## src/rtl/wb_timer_pkg.sv

```systemverilog
// Shared constants for the wb_timer peripheral: register word offsets,
// CTRL bit positions, reset values and a byte-lane merge helper.
package wb_timer_pkg;

  localparam int PRESC_WIDTH_DEF = 16;

  // Register word selects (byte offset / 4)
  localparam logic [2:0] REG_CTRL     = 3'd0;
  localparam logic [2:0] REG_PRESCALE = 3'd1;
  localparam logic [2:0] REG_COUNT    = 3'd2;
  localparam logic [2:0] REG_COMPARE  = 3'd3;
  localparam logic [2:0] REG_STATUS   = 3'd4;

  // CTRL bit positions
  localparam int CTRL_EN    = 0;
  localparam int CTRL_AR    = 1;
  localparam int CTRL_IE    = 2;
  localparam int CTRL_WIDTH = 3;

  localparam logic [31:0] COMPARE_RST = 32'hFFFF_FFFF;

  // Merge new_val into old_val on the byte lanes selected by be
  function automatic logic [31:0] apply_byte_en(input logic [31:0] old_val,
                                                input logic [31:0] new_val,
                                                input logic [3:0]  be);
    logic [31:0] res;
    res = old_val;
    for (int i = 0; i < 4; i++) begin
      if (be[i]) begin
        res[8*i +: 8] = new_val[8*i +: 8];
      end else begin
        res[8*i +: 8] = old_val[8*i +: 8];
      end
    end
    return res;
  endfunction

endpackage

```

## src/rtl/wb_timer_prescaler.sv

```systemverilog
// Prescaler for wb_timer: counts 0..prescale_i while enabled and flags a
// tick on the terminal value. Held at zero while disabled so that enabling
// gives the first tick prescale_i+1 cycles later. A counter already above a
// newly written smaller prescale runs up to its maximum and wraps to zero.
module timer_prescaler
  import wb_timer_pkg::*;
#(
  parameter int PRESC_WIDTH = PRESC_WIDTH_DEF
) (
  input  logic                   clk_i,
  input  logic                   rst_i,
  input  logic                   en_i,
  input  logic [PRESC_WIDTH-1:0] prescale_i,
  output logic                   tick_o
);

  logic [PRESC_WIDTH-1:0] cnt_r;
  logic [PRESC_WIDTH-1:0] cnt_nxt_s;
  logic                   tick_s;

  // Tick decode and next prescaler count
  always_comb begin
    tick_s    = en_i && (cnt_r == prescale_i);
    cnt_nxt_s = cnt_r;
    if (!en_i) begin
      cnt_nxt_s = {PRESC_WIDTH{1'b0}};
    end else if (tick_s) begin
      cnt_nxt_s = {PRESC_WIDTH{1'b0}};
    end else begin
      cnt_nxt_s = cnt_r + PRESC_WIDTH'(1);
    end
  end

  // Prescaler count register
  always_ff @(posedge clk_i) begin
    if (rst_i) begin
      cnt_r <= {PRESC_WIDTH{1'b0}};
    end else begin
      cnt_r <= cnt_nxt_s;
    end
  end

  assign tick_o = tick_s;

endmodule

```

## src/rtl/wb_timer.sv

```systemverilog
// Wishbone timer/compare peripheral: prescaled 32-bit up-counter, 32-bit
// compare, sticky match flag and level interrupt. Single-cycle ack; every
// output comes straight from a register.
module wb_timer
  import wb_timer_pkg::*;
#(
  parameter int PRESC_WIDTH = PRESC_WIDTH_DEF
) (
  input  logic        clk_i,
  input  logic        rst_i,
  input  logic [31:0] wb_addr_i,
  input  logic [31:0] wb_wdata_i,
  output logic [31:0] wb_rdata_o,
  input  logic        wb_wr_en_i,
  input  logic [3:0]  wb_byte_en_i,
  input  logic        wb_stb_i,
  input  logic        wb_cyc_i,
  output logic        wb_ack_o,
  output logic        irq_o
);

  logic [CTRL_WIDTH-1:0]  ctrl_r,     ctrl_nxt_s;
  logic [PRESC_WIDTH-1:0] prescale_r, prescale_nxt_s;
  logic [31:0]            count_r,    count_nxt_s;
  logic [31:0]            compare_r,  compare_nxt_s;
  logic                   match_r,    match_nxt_s;
  logic                   ack_r;
  logic [31:0]            rdata_r,    rdata_nxt_s;
  logic                   irq_r,      irq_nxt_s;

  logic        req_s, wr_s, rd_s, tick_s, match_hit_s;
  logic        count_wr_s, w1c_s;
  logic [2:0]  word_s;
  logic [31:0] ctrl_merge_s, presc_merge_s, count_merge_s, compare_merge_s;
  logic        unused_s;

  assign req_s  = wb_cyc_i && wb_stb_i && !ack_r;
  assign wr_s   = req_s && wb_wr_en_i;
  assign rd_s   = req_s && !wb_wr_en_i;
  assign word_s = wb_addr_i[4:2];

  assign ctrl_merge_s    = apply_byte_en(32'(ctrl_r), wb_wdata_i, wb_byte_en_i);
  assign presc_merge_s   = apply_byte_en(32'(prescale_r), wb_wdata_i, wb_byte_en_i);
  assign count_merge_s   = apply_byte_en(count_r, wb_wdata_i, wb_byte_en_i);
  assign compare_merge_s = apply_byte_en(compare_r, wb_wdata_i, wb_byte_en_i);

  // Address bits outside the word select and merge bits above each register width
  assign unused_s = ^{wb_addr_i[31:5], wb_addr_i[1:0],
                      ctrl_merge_s[31:CTRL_WIDTH], presc_merge_s[31:PRESC_WIDTH]};

  timer_prescaler #(
    .PRESC_WIDTH (PRESC_WIDTH)
  ) u_prescaler (
    .clk_i      (clk_i),
    .rst_i      (rst_i),
    .en_i       (ctrl_r[CTRL_EN]),
    .prescale_i (prescale_r),
    .tick_o     (tick_s)
  );

  // Register writes, read mux, counter/compare update and interrupt next-state
  always_comb begin
    ctrl_nxt_s     = ctrl_r;
    prescale_nxt_s = prescale_r;
    compare_nxt_s  = compare_r;
    count_wr_s     = 1'b0;
    w1c_s          = 1'b0;
    rdata_nxt_s    = 32'h0000_0000;

    if (wr_s) begin
      case (word_s)
        REG_CTRL:     ctrl_nxt_s     = ctrl_merge_s[CTRL_WIDTH-1:0];
        REG_PRESCALE: prescale_nxt_s = presc_merge_s[PRESC_WIDTH-1:0];
        REG_COUNT:    count_wr_s     = 1'b1;
        REG_COMPARE:  compare_nxt_s  = compare_merge_s;
        REG_STATUS:   w1c_s          = wb_byte_en_i[0] && wb_wdata_i[0];
        default:      w1c_s          = 1'b0;
      endcase
    end else begin
      w1c_s = 1'b0;
    end

    if (rd_s) begin
      case (word_s)
        REG_CTRL:     rdata_nxt_s = 32'(ctrl_r);
        REG_PRESCALE: rdata_nxt_s = 32'(prescale_r);
        REG_COUNT:    rdata_nxt_s = count_r;
        REG_COMPARE:  rdata_nxt_s = compare_r;
        REG_STATUS:   rdata_nxt_s = {31'h0000_0000, match_r};
        default:      rdata_nxt_s = 32'h0000_0000;
      endcase
    end else begin
      rdata_nxt_s = 32'h0000_0000;
    end

    // A software COUNT write overrides the tick in the same cycle
    match_hit_s = tick_s && (count_r == compare_r);
    if (count_wr_s) begin
      count_nxt_s = count_merge_s;
    end else if (match_hit_s && ctrl_r[CTRL_AR]) begin
      count_nxt_s = 32'h0000_0000;
    end else if (tick_s) begin
      count_nxt_s = count_r + 32'h0000_0001;
    end else begin
      count_nxt_s = count_r;
    end

    // A new match beats a simultaneous write-1-to-clear
    if (match_hit_s) begin
      match_nxt_s = 1'b1;
    end else if (w1c_s) begin
      match_nxt_s = 1'b0;
    end else begin
      match_nxt_s = match_r;
    end

    // Registered from next state so irq follows the flag/enable without a lag cycle
    irq_nxt_s = match_nxt_s && ctrl_nxt_s[CTRL_IE];
  end

  // State and bus output registers
  always_ff @(posedge clk_i) begin
    if (rst_i) begin
      ctrl_r     <= {CTRL_WIDTH{1'b0}};
      prescale_r <= {PRESC_WIDTH{1'b0}};
      count_r    <= 32'h0000_0000;
      compare_r  <= COMPARE_RST;
      match_r    <= 1'b0;
      ack_r      <= 1'b0;
      rdata_r    <= 32'h0000_0000;
      irq_r      <= 1'b0;
    end else begin
      ctrl_r     <= ctrl_nxt_s;
      prescale_r <= prescale_nxt_s;
      count_r    <= count_nxt_s;
      compare_r  <= compare_nxt_s;
      match_r    <= match_nxt_s;
      ack_r      <= req_s;
      rdata_r    <= rdata_nxt_s;
      irq_r      <= irq_nxt_s;
    end
  end

  assign wb_ack_o   = ack_r;
  assign wb_rdata_o = rdata_r;
  assign irq_o      = irq_r;

endmodule
```

## config.mk

```make
export PLATFORM = sky130hd
export DESIGN_NAME = wb_timer
export DESIGN_NICKNAME = d
export VERILOG_FILES = /design/src/rtl/wb_timer_pkg.sv /design/src/rtl/wb_timer_prescaler.sv /design/src/rtl/wb_timer.sv
export SDC_FILE = /design/constraint.sdc
export NUM_CORES = 1
export LEC_CHECK = 0
export CAP_MARGIN = 10
export CORE_UTILIZATION = 25
export CTS_CLUSTER_SIZE = 16
export DETAILED_ROUTE_END_ITERATION = 8
export PLACE_DENSITY = 0.42
export SYNTH_ARGS = -nofsm -noshare
export SYNTH_HDL_FRONTEND = slang
export SYNTH_SLANG_ARGS = --single-unit
```

## constraint.sdc

```tcl
create_clock -name clk_i -period 2.4 [get_ports clk_i]
set_input_delay 0.48 -clock clk_i [delete_from_list [all_inputs] [get_ports clk_i]]
set_output_delay 0.48 -clock clk_i [all_outputs]
set_load 0.01 [all_outputs]
```

==> summary by stage, run 1 <==
Power and ir drop
The leakage power total is 3.63 nW. For this design the ratio of total power to cell area is 572 mW/mm². Of the total power, the share spent switching nets is 0.246. The proportion of power drawn by flip-flops and latches is 0.420. The final total power is 5.37 mW. The maximum VDD drop is 0.344 mV.

The internal power consumption is 4.05 mW. The clock network fraction of design power is 0.512. The combinational share of power is 0.069. The net switching component of the power is 1.32 mW.

Finish
The finished layout holds 1364 standard cells, fillers aside. The share of layout cells above drive strength 1 is 0.175. Compared with the post-synthesis result, the final layout area differs by 35.1%. The count of inserted antenna diode cells is 0. The final non-filler cell area is 0.00939 mm². The number of nets at the end of the flow is about 1100.

Global route
Summed over all layers, the global routing overflow is 0. In the global route stage, met3 resource usage came out at 0.0288. The via count of the first global-routing pass is 6572. The first-pass GRT wire length is just under 40000 µm. The met1 track demand over resource is 0.246. Entering global routing, the biggest net connects 34 pins. The layer flagged by global routing as most heavily used is met2. The met2 capacity usage during global routing is 0.289.

The initial antenna violation count is 0. Across every metal layer, demand over resource in global routing totals 0.179.

Clocking
The insertion delay to the later sink of the worst-skew pair is 430 ps. In this run the post-CTS setup repair buffer count came out at 0. The number of levels in the clock H-tree is 4. The number of hold buffers added after CTS was 0. Counting the buffers created by CTS gives 17.

For this design, the sink count on the clock tree is 134. The clock passes through at most 2 buffers. TritonCTS built the clock tree. After clock tree synthesis, the clock-pin slew on the worst setup and hold paths is 60 ps. The number of gates resized after CTS was 0.

The clock root buffer is sky130_fd_sc_hd__clkbuf_16.

Floorplan
From left edge to right edge, the die measures 169 µm. The die height is 169 µm. The initial utilization of the core area, before any placement, comes to 0.256.

The floorplan row count is 60. The area of the core is between 0.02 and 0.03 mm². 107 I/O pins were placed.

The die covers ~0.028 mm².

Critical path
The worst setup path is of the reg -> reg kind. STA puts the critical path data required time at 2700 ps. The worst setup path is captured at a flop. The startpoint identified for the worst register-to-register timing path is count_r[12].

The largest single stage delay on the critical path is around 350 ps. The largest fanout on the critical path is 4. The slowest stage of the critical path belongs to the cell sky130_fd_sc_hd__dfxtp_1.

The startpoint type of the worst setup path is a flop. STA puts the critical path data arrival time at roughly 2600 ps. The critical path goes through xnor2_1 -> nand4_1 -> nor4_2 -> buf_4 -> nand4_1 -> o41ai_2 -> buf_4 -> a211oi_1. The setup slack of the worst register-to-register path is 80 ps. The first element of the critical path is count_r[12].

Drt
For this run, design rule violations remaining after detail routing come to 0. The total wirelength of the detailed-routed design is between 20000 and 25000 µm. In the final routed layout, each cell accounts on average for 18.1 µm.

The final route contains 6640 vias. For this run, the detailed router's first-pass iteration total came to 5. The first routing iteration left approximately 420 violations.

The post-detailed-route via-to-cell ratio is 4.87. The antenna violation net count after detailed routing is 0.

Logic synthesis
The cell count after synthesis came out at roughly 840. Ranked by instance count, the synthesized netlist is headed by sky130_fd_sc_hd__dfxtp_1, sky130_fd_sc_hd__nand2_1, sky130_fd_sc_hd__nor2_1, sky130_fd_sc_hd__nand3_1, sky130_fd_sc_hd__xnor2_1. The number of synthesized register bits is 134. The number of different library cells used by synthesis comes to 64. The synthesized design contains 0 enable-type register cells.

The part of the Yosys area used for sequential elements is 0.386. The most instantiated library cell after synthesis is sky130_fd_sc_hd__dfxtp_1. The Yosys step of the flow raised 0 warnings. sky130_fd_sc_hd__dfxtp_1 takes more of the synthesized area than any other cell. By area the synthesized netlist is led by sky130_fd_sc_hd__dfxtp_1, sky130_fd_sc_hd__xnor2_1, sky130_fd_sc_hd__nand2_1.

The share of the synthesized area in the top cell type is 0.386. The net count of the mapped netlist is 919. The mean instance size in the synthesized netlist is between 8 and 9 µm². The post-synth design cell area is 0.00695 mm². For this run, the leading register cell type out of synthesis is sky130_fd_sc_hd__dfxtp_1. The fraction of synthesis flops using an asynchronous set or reset pin is 0.

Placed design
The number of buffer cells added on primary ports is 77. At the placement stage, the worst setup path has a slack of -238 ps. Detailed placement finished with a half-perimeter wire length of 18800 µm.

The cell count after placement is 1332. Once placement finished, the instance area stood at ~0.0087 mm². At the end of routability-driven placement, the weighted congestion stood at ~0.84.

Timing
The final cycle utilization of the critical path is 0.965. In the post-route analysis, the smallest setup slack over all paths is 83.2 ps. The time the final worst path needs with I/O delays and setup is 2320 ps.

The total count of hold-check failures in the final report came to 0. The count of final setup violators is 0. The achievable frequency is roughly 430 MHz. At the pin with the least slew margin, the transition time is 578 ps.

The setup clock skew after layout is 10.7 ps. The worst slew slack as a fraction of its limit is 0.615. The total count of max-transition violations in the final report is 0.

Outcome
The flow ran to the end, and the final reports show no timing, DRC or antenna violations.

Job
The max-capacitance violation count is 0.

Worst hold path
The startpoint of the worst hold path is rst_i. In this run the worst hold path is classified as in -> reg.
critical path, delay by kind of cell (launching register included):
family          cells  cell delay (ps)
xor+xnor            1              320
flops               1              350
buf+inv             2              400
simple gates        3              730
compound gates      2              390
power groups by stage:
stage	clock network, mW	logic [mW]	registers, mW
after floorplan	0	0.164	2.30
after global placement	0	0.373	2.30
after detailed placement	0	0.371	2.30
after CTS	2.83	0.372	2.25
after global routing	2.92	0.399	2.25
final	2.75	0.369	2.25
cell type report:
type                    instances  area [µm²]
clock buffers                  20         467
multi-input cells             628        3940
fillers                      2891       17700
repair buffers                182        1630
well taps                     372         465
inverters                      16        60.1
clock inverters                12         140
flip-flops and latches        134        2680
state kept, by name, indices dropped and copies added (netlist names):
name and cells:
wb_rdata_o 32, prescale_r 16, compare_r 32, match_r 1, u_prescaler.cnt_r 16, wb_ack_o 1
count_r 32, irq_o 1, ctrl_r 3
path summary, 6_finish.rpt:
check,endpoint,cells past startpoint
max,count_r[13],8
min,wb_ack_o,2
max reg2reg,count_r[13],8
min reg2reg,wb_ack_o,1
per-layer routing:
metal / up-vias / routed length (µm)
met5: - / 0
met2: 152 / 11500
met3: 15 / 812
met1: 3194 / 12100
met4: 0 / 310
li1: 3279 / -
logic make-up after synthesis:
kind of cell / count (synthesis) / share of synthesized area
AND/OR/NAND/NOR: 370 / 0.265
AO/OA/AOI/OAI: 156 / 0.158
flip-flops: 134 / 0.386
buffers and inverters: 82 / 0.0508
XOR/XNOR: 71 / 0.0895
multiplexers: 29 / 0.0468
adder cells (fa/ha/maj): 2 / 0.00360
placed cells by master (no fill, tap or decap), drive strengths merged, types with 3 or more instances in the layout:
cell,Yosys,layout
dfxtp,134,134
o21ai,38,38
a21oi,16,16
a221oi,3,3
buf,26,106
nor4,10,10
nand2,110,110
clkbuf,40,20
a22oi,32,32
or2,9,9
nand3,68,68
nand2b,7,7
xnor2,50,50
clkdlybuf4s50,0,76
clkinv,0,3
mux2i,19,19
xor2,21,21
and3,14,14
nor2b,8,8
o211ai,5,5
a211oi,17,17
nand4,28,28
a32oi,12,12
mux2,8,8
nand4b,4,4
and4,4,4
a31oi,5,5
o2111ai,4,4
a22o,10,10
inv,16,21
nor3,12,12
or3,3,3
nor2,82,82
a21boi,3,3
per-stage QoR:
stage               setup TNS, ps  hold slack [ps]  utilization
CTS                             0              216        0.345
finish                          0              241        0.346
global route                 -190              248        0.346
floorplan                       0              441            -
global placement            -3850              460        0.322
detailed placement          -4450              453        0.322
Note: power is estimated with default switching activity, not from simulation.
==> run 2, diff against run 1 <==
--- a/config.mk
+++ b/config.mk
@@ -9,7 +9,7 @@
 export CORE_UTILIZATION = 25
 export CTS_CLUSTER_SIZE = 16
 export DETAILED_ROUTE_END_ITERATION = 8
-export PLACE_DENSITY = 0.42
+export PLACE_DENSITY_LB_ADDON = 0.3
 export SYNTH_ARGS = -nofsm -noshare
 export SYNTH_HDL_FRONTEND = slang
 export SYNTH_SLANG_ARGS = --single-unit
==> summary by stage, run 2 (synthesis gave the netlist of run 1 again) <==
Floorplan
The die height was 169 µm (unchanged). The area of the core is 0.0271 mm² (unchanged). The horizontal extent of the die is 169 µm (unchanged). The die area is 0.0285 mm² (unchanged).

The number of ports placed on the die boundary was 107 (unchanged). The floorplan row count is 60 (unchanged). The starting density of the core is 0.256 (unchanged).

Clocking
The insertion delay to the later sink of the worst-skew pair was 430 ps (about the same). The maximum clock path buffer count was 2 (unchanged). The number of clock sinks was 134 (unchanged). Clock tree synthesis selected as its root buffer the cell sky130_fd_sc_hd__clkbuf_16. The number of buffers inserted during clock tree synthesis came to 17 (unchanged). The number of levels in the clock H-tree came to 4 (unchanged). The TritonCTS clock tree is built.

The number of hold buffers added after cts was 0 (unchanged). The post-CTS clock slew at the launch and capture registers of the worst setup and hold paths came to 70 ps (about the same).

Critical path
The required time at the worst-slack endpoint is 2730 ps (+30 ps). The arrival time reported for the critical path endpoint is 2550 ps (-70 ps). The startpoint type of the worst setup path is a flop. The longest individual stage delay on the worst path is 450 ps (+100 ps). Walking the worst path, the cells encountered are ha_1 -> nand3_1 -> nor2_1 -> and4_1 -> nand2_1 -> a22o_1 -> a211oi_1. STA classifies the critical path endpoint as a flop. The critical path is of the reg -> reg type.

The setup slack of the worst register-to-register path is 180 ps (+100 ps). The largest fanout on the critical path is 7 (+3). The standard cell with the maximum stage delay on the critical path is sky130_fd_sc_hd__dfxtp_1.

Timing
The setup slack after layout was 184 ps (+101 ps). The worst slew slack as a fraction of its limit is 0.649 (+0.0339). Setup repair after global routing left no endpoint under its margin. The pin slew with the least headroom to its limit came to 522 ps (-55.6 ps). The total count of max-transition violations in the final report is 0 (unchanged). The achievable frequency is 451 MHz (+4.6%). The final cycle utilization of the critical path is 0.923 (-0.0420). The setup clock skew after layout is 12.2 ps (+1.50 ps). The count of final setup violators is 0 (unchanged). The total count of hold-check failures in the final report was 0 (unchanged).

The time the final worst path needs with I/O delays and setup is 2220 ps (-101 ps).

Job
The max-capacitance violation count is 0 (unchanged).

Global route
The initial antenna violation count came to 0 (unchanged). The first-pass GRT wire length is 36500 µm (-5.3%). The via count of the first global-routing pass is 6394 (-2.7%).

The total routing resource utilization after global routing is 0.167 (-0.0115). The largest net degree at the start of global routing came to 32 (-5.9%). The overflow left after global routing is 0 (unchanged).

Drt
The detail-routed net length per standard cell is 17.3 µm (-4.6%). The number of iterations in the first detailed-routing pass is 6 (+1). The remaining routing DRC violations is 0 (unchanged). The total number of vias is 6674 (+0.51%). The total wirelength of the detailed-routed design is 23200 µm (-6.1%).

The post-detailed-route via-to-cell ratio is 4.97 (+2.2%). The antenna violation net count after detailed routing came to 0 (unchanged). The violation count after the first detailed-route iteration is 640 (+53%).

Power and ir drop
The maximum VDD drop is 0.321 mV (-6.9%). The final total power is 5.36 mW (-0.18%). The power per cell area is 585 mW/mm² (+2.3%).

The leakage power total is 3.47 nW (-4.3%).

Finish
In the layout the commonest cells are sky130_fd_sc_hd__dfxtp_1, sky130_fd_sc_hd__nand2_1, sky130_fd_sc_hd__nor2_1. The area growth from synthesis to layout is 31.9%. The share of layout cells above drive strength 1 is 0.155 (-0.0208). The number of non-filler instances in the completed layout was 1342 (-1.6%). The number of nets at the end of the flow is 1032 (-2.1%). The most common library cell in the layout ignoring fill and taps is sky130_fd_sc_hd__dfxtp_1. The utilization of the core after routing came to 0.338 (-0.00826). The count of inserted antenna diode cells is 0 (unchanged).

Placed design
The final RePlAce weighted congestion was 0.867 (+3.0%). The number of buffer cells added on primary ports came to 77 (unchanged). The cell count after placement is 1310 (-1.7%).

The HPWL reported at the end of detailed placement is 17600 µm (-6.5%). The worst slack at placement is -215 ps (+23.0 ps).

Outcome
The flow ran to the end, and the final reports show no timing, DRC or antenna violations.

Worst hold path
The worst hold path class is in -> reg.
-- run 2: final cells by class --
cell class / count / area (µm²)
sequential: 134 / 2680
clock inverter: 14 / 178
fill: 2855 / 17900
inverter: 16 / 60.1
multi-input combinational: 628 / 3930
clock buffer: 18 / 429
timing repair buffer: 160 / 1410
tap: 372 / 465
-- run 2: per-stage QoR --
stage	TNS [ps]	hold WS, ps	area, µm²
floorplan	0	441	6950
global placement	-1430	454	8530
detailed placement	-1870	445	8530
CTS	0	271	9140
global route	0	285	9160
finish	0	281	9160
-- run 2: where the power goes --
| group | switching [mW] | internal (mW) | leakage, nW |
|---|---|---|---|
| clock | 1.09 | 1.65 | 0.288 |
| sequential | 0.0127 | 2.24 | 1.08 |
| combinational | 0.196 | 0.168 | 2.10 |
| total | 1.30 | 4.06 | 3.47 |
-- run 2: per-layer routing --
metal	routed length, µm	track usage
met2	10800	0.269
met5	0	0
met1	11300	0.233
met3	839	0.0236
met4	280	0.0443
-- run 2: critical path: cells and delay by family, from the launching register on --
family / cells / cell delay [ps]
AOI/OAI and AO/OA: 2 / 480
adders and majority gates: 1 / 230
DFF: 1 / 450
and+or+nand+nor: 4 / 960
-- run 2: worst paths after layout --
kind,start,end,cells past startpoint
min,rst_i,wb_ack_o,2
max,count_r[0],count_r[26],7
max reg2reg,count_r[0],count_r[26],7
min reg2reg,wb_ack_o,wb_ack_o,1
-- run 2: timing repair --
action,4_1_cts,5_1_grt
endpoints found under the setup margin,0,10
gates resized for setup,0,4
setup buffers,0,0
==> run 3, diff against run 2 <==
--- a/config.mk
+++ b/config.mk
@@ -6,6 +6,7 @@
 export NUM_CORES = 1
 export LEC_CHECK = 0
 export CAP_MARGIN = 10
+export CORE_MARGIN = 2
 export CORE_UTILIZATION = 25
 export CTS_CLUSTER_SIZE = 16
 export DETAILED_ROUTE_END_ITERATION = 8
==> constraint.sdc (replaced) <==
create_clock -name clk_i -period 2.4 [get_ports clk_i]
set_input_delay 0.48 -clock clk_i [delete_from_list [all_inputs] [get_ports clk_i]]
set_output_delay 0.48 -clock clk_i [all_outputs]
set_load 0.005 [all_outputs]
==> summary by stage, run 3 (synthesis gave the netlist of run 1 again) <==
Critical path
The largest fanout on the critical path is 7 (unchanged). The cell depth of the worst flop-to-flop path is 7 (unchanged). The worst setup path is launched from a flop.

The worst setup path is captured at a flop. The setup path with the least slack is of type reg -> reg. The arrival time reported for the critical path endpoint is 2540 ps (about the same). The required time at the worst-slack endpoint is 2730 ps (about the same).

Finish
The area growth from synthesis to layout is 33.2%. The count of inserted antenna diode cells is 0 (unchanged). The utilization of the core after routing is 0.336 (-0.00218). The number of fill cells in the layout is 2885 (+1.1%). The number of nets at the end of the flow is 1040 (+0.78%). The number of non-filler instances in the completed layout is 1356 (+1.0%). In the layout the commonest cells are sky130_fd_sc_hd__dfxtp_1, sky130_fd_sc_hd__nand2_1, sky130_fd_sc_hd__buf_4. The share of layout cells above drive strength 1 is 0.160 (+0.00487). The final non-filler cell area is 0.00925 mm² (+1.0%). The most common library cell in the layout ignoring fill and taps is sky130_fd_sc_hd__dfxtp_1.

Clocking
TritonCTS built the clock tree. The number of clock sinks is 134 (unchanged). The buffers inserted during post-CTS setup optimization is 0 (unchanged). The number of levels in the clock H-tree is 4 (unchanged). The post-CTS clock slew at the launch and capture registers of the worst setup and hold paths came to 60 ps (about the same). The clock root buffer is sky130_fd_sc_hd__clkbuf_16.

The insertion delay to the later sink of the worst-skew pair is 430 ps (about the same). The number of buffers inserted during clock tree synthesis is 17 (unchanged). The maximum clock path buffer count is 2 (unchanged).

Power and ir drop
The power per cell area is 570 mW/mm² (-2.5%). The final total power is 5.28 mW (-1.5%). The leakage power total came to 3.52 nW (+1.3%).

The maximum VDD drop is 0.422 mV (+32%).

Timing
Setup repair after global routing left no endpoint under its margin. The final total negative setup slack is 0 ps (unchanged). The total count of max-transition violations in the final report was 0 (unchanged). The pin slew with the least headroom to its limit was 612 ps (+90.0 ps). The count of final setup violators came to 0 (unchanged). The achievable frequency is 453 MHz (+0.36%). The setup clock skew after layout is 10.9 ps (-1.25 ps).

The time the final worst path needs with I/O delays and setup is 2210 ps (-7.85 ps). The final cycle utilization of the critical path came to 0.920 (-0.00327). The worst slew slack as a fraction of its limit is 0.588 (-0.0605). The total count of hold-check failures in the final report is 0 (unchanged).

Drt
The detail-routed net length per standard cell is 17.1 µm (-0.99%). The post-detailed-route via-to-cell ratio is 4.89 (-1.7%). The antenna violation net count after detailed routing is 0 (unchanged).

The number of iterations in the first detailed-routing pass is 6 (unchanged). The violation count after the first detailed-route iteration is 540 (-16%). The remaining routing DRC violations is 0 (unchanged). The total number of vias is 6627 (-0.70%). The total wirelength of the detailed-routed design is 23200 µm (about the same).

Floorplan
The number of ports placed on the die boundary is 107 (unchanged). The die area is 0.0291 mm² (+2.4%). The die height is 171 µm (+1.2%). The starting density of the core is 0.252 (-0.00420). The floorplan row count is 61 (+1.7%).

The area of the core was 0.0276 mm² (+1.7%). The horizontal extent of the die is 171 µm (+1.2%).

Worst hold path
The instance count along the most critical hold path is 2 (unchanged). The min-delay analysis places its worst path in the category in -> reg.

Placed design
The number of buffer cells added on primary ports is 77 (unchanged). The HPWL reported at the end of detailed placement is 17500 µm (-0.10%). The final RePlAce weighted congestion was 0.852 (-1.7%). The post-detailed-placement cell area is 0.00866 mm² (+1.5%). The cell count after placement is 1324 (+1.1%).

Global route
The total routing resource utilization after global routing is 0.164 (-0.00354). The via count of the first global-routing pass was 6498 (+1.6%). The overflow left after global routing was 0 (unchanged). The initial antenna violation count is 1 (+1).

The largest net degree at the start of global routing is 31 (-3.1%). The first-pass GRT wire length was 36700 µm (+0.61%).

Outcome
The run finished with clean final reports.

Job
The max-capacitance violation count was 0 (unchanged).
## run 3: cell count changes in the layout (fill, tap and decap cells not counted), moves of 2 or more
cell,before,now
sky130_fd_sc_hd__nor4_1,6,8
sky130_fd_sc_hd__nor4_2,2,0
sky130_fd_sc_hd__buf_12,2,7
sky130_fd_sc_hd__clkinv_4,4,1
sky130_fd_sc_hd__inv_6,1,4
sky130_fd_sc_hd__buf_4,81,84
## run 3: layout make-up
| class | count | area [µm²] | area share |
|---|---|---|---|
| clock inverters | 14 | 149 | 0.0161 |
| clock buffers | 18 | 439 | 0.0475 |
| repair buffers | 168 | 1540 | 0.166 |
| well taps | 378 | 473 | 0.0511 |
| multi-input cells | 628 | 3910 | 0.423 |
| inverters | 16 | 60.1 | 0.00649 |
| flip-flops and latches | 134 | 2680 | 0.290 |
## run 3: worst max-delay path: stages, from the launching register on
cell and delay [ps]:
sky130_fd_sc_hd__dfxtp_1 440, sky130_fd_sc_hd__xor2_1 150, sky130_fd_sc_hd__nor4_4 400, sky130_fd_sc_hd__and3_1 340, sky130_fd_sc_hd__nand2_1 100, sky130_fd_sc_hd__buf_4 190, sky130_fd_sc_hd__a22o_1 210, sky130_fd_sc_hd__a221oi_1 270
## run 3: final timing paths
kind	end	slack, ps	start
worst max-delay path	count_r[12]	190	u_prescaler.cnt_r[6]
worst min register to register	wb_ack_o	470	wb_ack_o
worst max register to register	count_r[12]	190	u_prescaler.cnt_r[6]
worst min-delay path	wb_ack_o	280	rst_i
## run 3: metal layers
layer,vias to the layer above,routed length (µm),track usage
met4,0,378,0.0520
met5,-,0,0
met1,3175,10600,0.215
li1,3249,-,-
met3,22,1070,0.0298
met2,181,11100,0.272
## run 3: power breakdown
group / internal [mW] / total [mW] / switching, mW
Sequential: 2.24 / 2.25 / 0.0136
Clock: 1.57 / 2.66 / 1.09
Combinational: 0.174 / 0.367 / 0.193
## run 3: repair_timing
item	4_1_cts	5_1_grt
resized for setup	0	1
endpoints found under the hold margin	0	0
setup endpoints to repair	0	1
hold buffers	0	0
## run 3: through the flow
| step | worst slack (ps) | hold slack [ps] |
|---|---|---|
| floorplan | 467 | 441 |
| global placement | -99.3 | 453 |
| detailed placement | -106 | 457 |
| CTS | 155 | 267 |
| global route | 14.0 | 274 |
| finish | 192 | 276 |
